$ cat config.mk
export PLATFORM = sky130hd
export DESIGN_NAME = wb_hazard_ctrl
export DESIGN_NICKNAME = d
export VERILOG_FILES = /design/src/rtl/wb_hazard_ctrl.sv
export SDC_FILE = /design/constraint.sdc
export NUM_CORES = 1
export LEC_CHECK = 0
export BUFFER_PORTS_ARGS = -buffer_cell sky130_fd_sc_hd__buf_2
export CAP_MARGIN = 0
export CORE_MARGIN = 3
export CORE_UTILIZATION = 47
export CTS_CLUSTER_SIZE = 28
export DETAILED_ROUTE_END_ITERATION = 10
export PLACE_DENSITY = 0.83
export SLEW_MARGIN = 5
export SYNTH_ARGS = -nofsm -noshare
export SYNTH_HDL_FRONTEND = slang
export SYNTH_SLANG_ARGS = --single-unit
$ cat constraint.sdc
create_clock -name clk -period 5.9 [get_ports clk]
set_clock_uncertainty 0.1 [all_clocks]
set_input_delay 1.77 -clock clk [delete_from_list [all_inputs] [get_ports clk]]
set_output_delay 1.77 -clock clk [all_outputs]
set_load 0.005 [all_outputs]
$ cat src/rtl/wb_hazard_ctrl.sv
// -----------------------------------------------------------------------------
// wb_hazard_ctrl
//   Pipeline sequencer for the IF/ID, ID/EX and EX/WB registers.
//   - Redirects the PC from the EX/WB control bits and squashes wrong-path work.
//   - Stalls the front end on RAW hazards against the EX and WB destinations.
//   - Keeps saturating stall/flush counters for performance debug.
//
// Ports
//   clk, reset             pipeline clock, synchronous active-high reset
//   id_rs/id_rt            source specifiers of the ID instruction
//   id_uses_rs/id_uses_rt  which sources the ID instruction actually reads
//   idex_rd/idex_reg_write destination of the instruction in EX
//   exwb_rd/exwb_reg_write destination held in the EX/WB register
//   exwb_n/exwb_z          flags latched in EX/WB
//   exwb_branch_neg/_z, exwb_jump, exwb_jump_mem  control bits latched in EX/WB
//   pc_sel                 00 PC+1, 01 EX/WB addr_out, 10 EX/WB data_mem_out
//   pc_write, ifid_write   load enables
//   ifid_flush, idex_flush, exwb_flush  squash controls
//   stall_cnt, flush_cnt   saturating performance counters
// -----------------------------------------------------------------------------
module wb_hazard_ctrl #(
    parameter int FLUSH_CYCLES = 2,
    parameter int REG_W        = 6,
    parameter int CNT_W        = 16
) (
    input  logic             clk,
    input  logic             reset,
    input  logic [REG_W-1:0] id_rs,
    input  logic [REG_W-1:0] id_rt,
    input  logic             id_uses_rs,
    input  logic             id_uses_rt,
    input  logic [REG_W-1:0] idex_rd,
    input  logic             idex_reg_write,
    input  logic [REG_W-1:0] exwb_rd,
    input  logic             exwb_reg_write,
    input  logic             exwb_n,
    input  logic             exwb_z,
    input  logic             exwb_branch_neg,
    input  logic             exwb_branch_z,
    input  logic             exwb_jump,
    input  logic             exwb_jump_mem,
    output logic [1:0]       pc_sel,
    output logic             pc_write,
    output logic             ifid_write,
    output logic             ifid_flush,
    output logic             idex_flush,
    output logic             exwb_flush,
    output logic [CNT_W-1:0] stall_cnt,
    output logic [CNT_W-1:0] flush_cnt
);

    typedef enum logic [1:0] {
        ST_RUN   = 2'd0,
        ST_STALL = 2'd1,
        ST_FLUSH = 2'd2
    } state_t;

    state_t           state_reg;
    logic [3:0]       flush_left_reg;
    logic [CNT_W-1:0] stall_cnt_reg;
    logic [CNT_W-1:0] flush_cnt_reg;

    logic             take;
    logic             hazard;
    logic             in_flush;
    logic             redirect;

    // Per-source hazard detection; register 0 is compared like any other.
    logic [REG_W-1:0] src      [2];
    logic [1:0]       src_used;
    logic [1:0]       src_hit;

    assign src[0]      = id_rs;
    assign src[1]      = id_rt;
    assign src_used[0] = id_uses_rs;
    assign src_used[1] = id_uses_rt;

    genvar gi;
    generate
        for (gi = 0; gi < 2; gi++) begin : g_src
            assign src_hit[gi] = src_used[gi] &
                                 ((idex_reg_write & (src[gi] == idex_rd)) |
                                  (exwb_reg_write & (src[gi] == exwb_rd)));
        end
    endgenerate

    assign hazard   = |src_hit;
    assign take     = exwb_jump | exwb_jump_mem |
                      (exwb_branch_neg & exwb_n) | (exwb_branch_z & exwb_z);
    assign in_flush = (state_reg == ST_FLUSH);
    // While flushing, EX/WB carries wrong-path bits, so its take is ignored.
    assign redirect = take & ~in_flush;

    // Control outputs are combinational so a redirect acts in the same cycle.
    always_comb begin
        pc_sel     = 2'b00;
        pc_write   = 1'b1;
        ifid_write = 1'b1;
        ifid_flush = 1'b0;
        idex_flush = 1'b0;
        exwb_flush = 1'b0;
        if (reset) begin
            pc_write   = 1'b0;
            ifid_write = 1'b0;
            ifid_flush = 1'b1;
            idex_flush = 1'b1;
            exwb_flush = 1'b1;
        end else begin
            if (redirect) begin
                pc_sel     = exwb_jump_mem ? 2'b10 : 2'b01;
                ifid_flush = 1'b1;
                idex_flush = 1'b1;
            end else if (hazard) begin
                pc_write   = 1'b0;
                ifid_write = 1'b0;
                idex_flush = 1'b1;
            end
            if (in_flush) begin
                exwb_flush = 1'b1;
            end
        end
    end

    always_ff @(posedge clk) begin
        if (reset) begin
            state_reg      <= ST_RUN;
            flush_left_reg <= 4'd0;
            stall_cnt_reg  <= '0;
            flush_cnt_reg  <= '0;
        end else begin
            if (redirect && (flush_cnt_reg != {CNT_W{1'b1}})) begin
                flush_cnt_reg <= flush_cnt_reg + CNT_W'(1);
            end
            if (hazard && !redirect && (stall_cnt_reg != {CNT_W{1'b1}})) begin
                stall_cnt_reg <= stall_cnt_reg + CNT_W'(1);
            end

            if (redirect) begin
                state_reg      <= ST_FLUSH;
                flush_left_reg <= 4'(FLUSH_CYCLES - 1);
            end else if (in_flush && (flush_left_reg != 4'd0)) begin
                flush_left_reg <= flush_left_reg - 4'd1;
            end else begin
                state_reg <= hazard ? ST_STALL : ST_RUN;
            end
        end
    end

    assign stall_cnt = stall_cnt_reg;
    assign flush_cnt = flush_cnt_reg;

endmodule
==> results.md <==
- Final hold slack: 0.391 ns
- # hold bufs at CTS: 0
- Clk buf depth: 2
- Type of the most critical hold path: reg2reg
- Slew Limit Fails: 0
- Final setup viols: 0
- Flop2flop setup slack: 3.53 ns
- Combinational cell fraction of total power: 0.133
- GRT Util Overall: 0.204
- I/O Pins: 75
- Syn nets: 292
- Dpl cells: 369
- Largest net degree at the start of global routing: 34
- Crit path capture type: primary output
- Initial DRC Count: 120
- Layout cells sized above 1: 0.278
- Minimum clock period after layout: 5.03 ns
- Critical Path RT: 4.03 ns
- H-tree Lvls: 2
- Die Y: 73.2 um
- Die Span X: 73.2 um
- Vias in the first global route: 1986
- Sw frac: 0.250
- TritonCTS buffer count: 5
- Final nets: 365
- Met3 Use GR: 0.0565
- Crit Path Max Fanout: 33
- Crit share post-route: 0.852
- Slew @ Worst Pin: 0.856 ns
- Netlist cell types: 39
- Clock Root Buffer: clkbuf_8
- Max-slew headroom: 0.426
- Gr busiest metal: met2
- Via count: 2066
- Worst Setup Start Kind: input pin
- Synth-to-layout area growth: 24.1%
- Seq/Total Area, Yosys: 0.359
- Sequential Power Share: 0.470
- # fillers: 377
- IO buf count: 74
- # rows: 23
- # diodes: 0
- Final Hold Viols: 0
- Post-detail-place hpwl: 3790 um
- Peak VDD IR: 0.183 mV
- Net switching power: 141 uW
- Area of the mapped netlist: 2120 um^2
- Setup_tns: 0 ns
- Fin cells: 377
- RSZ-0062 raised after global routing: false
- Wire length per cell: 13.6 um
- Clock network power share: 0.398
- Initial Utilization: 0.508
- CTS tree: done
- Cells after synthesis: 253
- Internal: 424 uW
- Clock tree sinks: 38
- Routability cong.: 0.821
- # resized after CTS: 0
- Vias per std cell: 5.48
- Fmax: 0.199 GHz
- Yosys warns: 0
- Syn_area_per_cell: 8.38 um^2
- First-pass GRT wire length: 8770 um
- Worst skew pair latency: 0.30 ns
- Remaining DRCs: 0
- Detailed Routing Iterations Pass 1: 4
- Leak pwr: 1.06 nW
- Power per standard cell area: 215 nW/um^2
- Antenna viol nets, final: 0
- Drt total wl: 5130 um
- Core ar.: 4170 um^2
- Finished Core Util: 0.630
- Clock slew at reported path FFs: 0.08 ns
- Arrival time worst endpoint: 3.16 ns
- Status: completed
- Initial antenna violation count: 0
- Critical path type: in2out
- GRT overflow: 0
- Number of post-CTS setup repair buffers: 0
- Max_cap viols: 0
- Die ar.: 5350 um^2
- FF+latch count, synth: 38
- M2 GR Usage: 0.344
- Met1 Use GR: 0.261
## critical path: stages
cell and delay, ns:
buf_2 0.10, a221oi_2 0.31, a21o_4 0.22, and2_4 0.15
a32oi_2 0.04, buf_4 0.23, and2_1 0.20, buf_2 0.13
## cell families (layout without fill, tap and decap cells)
logic type / count (synthesis) / after routing / synth area share
simple gates: 108 / 108 / 0.273
xor+xnor: 39 / 39 / 0.161
fa+ha+maj: 3 / 3 / 0.0177
flops: 38 / 38 / 0.359
buf+inv: 16 / 90 / 0.0348
compound gates: 48 / 48 / 0.149
mux: 1 / 1 / 0.00472
## power by group through the flow
stage                     clock network, mW  logic, mW  registers [mW]
after CTS                             0.231     0.0756           0.266
after detailed placement                  0     0.0751           0.272
after global placement                    0     0.0733           0.271
after global routing                  0.239     0.0846           0.267
after floorplan                           0     0.0448           0.272
final                                 0.225     0.0751           0.266
## layout by cell type, fill, tap and decap left out, drive strengths merged, types with 2 or more instances in the layout
| master | n |
|---|---|
| xor2 | 5 |
| inv | 6 |
| ha | 3 |
| o31ai | 8 |
| nand4 | 11 |
| buf | 76 |
| or4 | 10 |
| a21oi | 21 |
| and3 | 10 |
| nand3 | 14 |
| or3b | 2 |
| o21ai | 8 |
| clkbuf | 5 |
| nor3 | 8 |
| a211oi | 2 |
| and2 | 3 |
| nand2 | 16 |
| o22ai | 2 |
| dfxtp | 38 |
| or3 | 7 |
| clkinvlp | 2 |
| xnor2 | 34 |
| nor2 | 23 |
## routing by layer
| layer | wire length (um) | vias up |
|---|---|---|
| met5 | 0 | - |
| met4 | 41 | 0 |
| met3 | 306 | 6 |
| met2 | 2490 | 47 |
| met1 | 2290 | 953 |
| li1 | - | 1060 |
## metrics by stage
step | area [um^2] | setup WS, ns | power [mW]
2_1_floorplan | 2120 | 1.02 | 0.316
3_3_place_gp | 2520 | 0.900 | 0.345
3_5_place_dp | 2520 | 0.877 | 0.347
4_1_cts | 2630 | 0.869 | 0.573
5_1_grt | 2630 | 0.792 | 0.591
6_report | 2630 | 0.874 | 0.566
## path summary, 6_finish.rpt
check	depth (start not counted)	to	from
hold reg to reg	2	stall_cnt[4]	stall_cnt[4]
hold / removal	2	stall_cnt[4]	stall_cnt[4]
setup / recovery	8	pc_write	exwb_branch_neg
setup reg to reg	6	stall_cnt[5]	stall_cnt[0]
## cell usage after synthesis (all sizes together)
library cell  count  share of area
dfxtp            38           0.36
xnor2            34           0.14
nor2             23          0.041
a21oi            21          0.050
nand2            16          0.028
nand3            14          0.033
nand4            11          0.032
and3             10          0.030
or4              10          0.035
nor3              8          0.021
o21ai             8          0.019
o31ai             8          0.028
or3               7          0.021
clkbuf            6          0.011
inv               6          0.011
xor2              5          0.021
buf               4          0.014
and2              3          0.010
ha                3          0.018
a211oi            2         0.0071
o22ai             2         0.0059
or3b              2         0.0083
a21o              1         0.0071
a221oi            1         0.0071
a22oi             1         0.0035
a32oi             1         0.0077
a41oi             1         0.0041
and4              1         0.0041
mux2i             1         0.0047
nand2b            1         0.0030
nor2b             1         0.0030
nor3b             1         0.0035
o211a             1         0.0047
o221a             1         0.0053
## cell type report
type / instances / area, um^2 / share of cell area
clock inverters: 3 / 45.0 / 0.0171
repair buffers: 76 / 385 / 0.147
flip-flops and latches: 38 / 761 / 0.289
clock buffers: 5 / 68.8 / 0.0262
inverters: 6 / 22.5 / 0.00856
well taps: 50 / 62.6 / 0.0238
multi-input cells: 199 / 1280 / 0.489
Power figures use the tool's default switching activity.
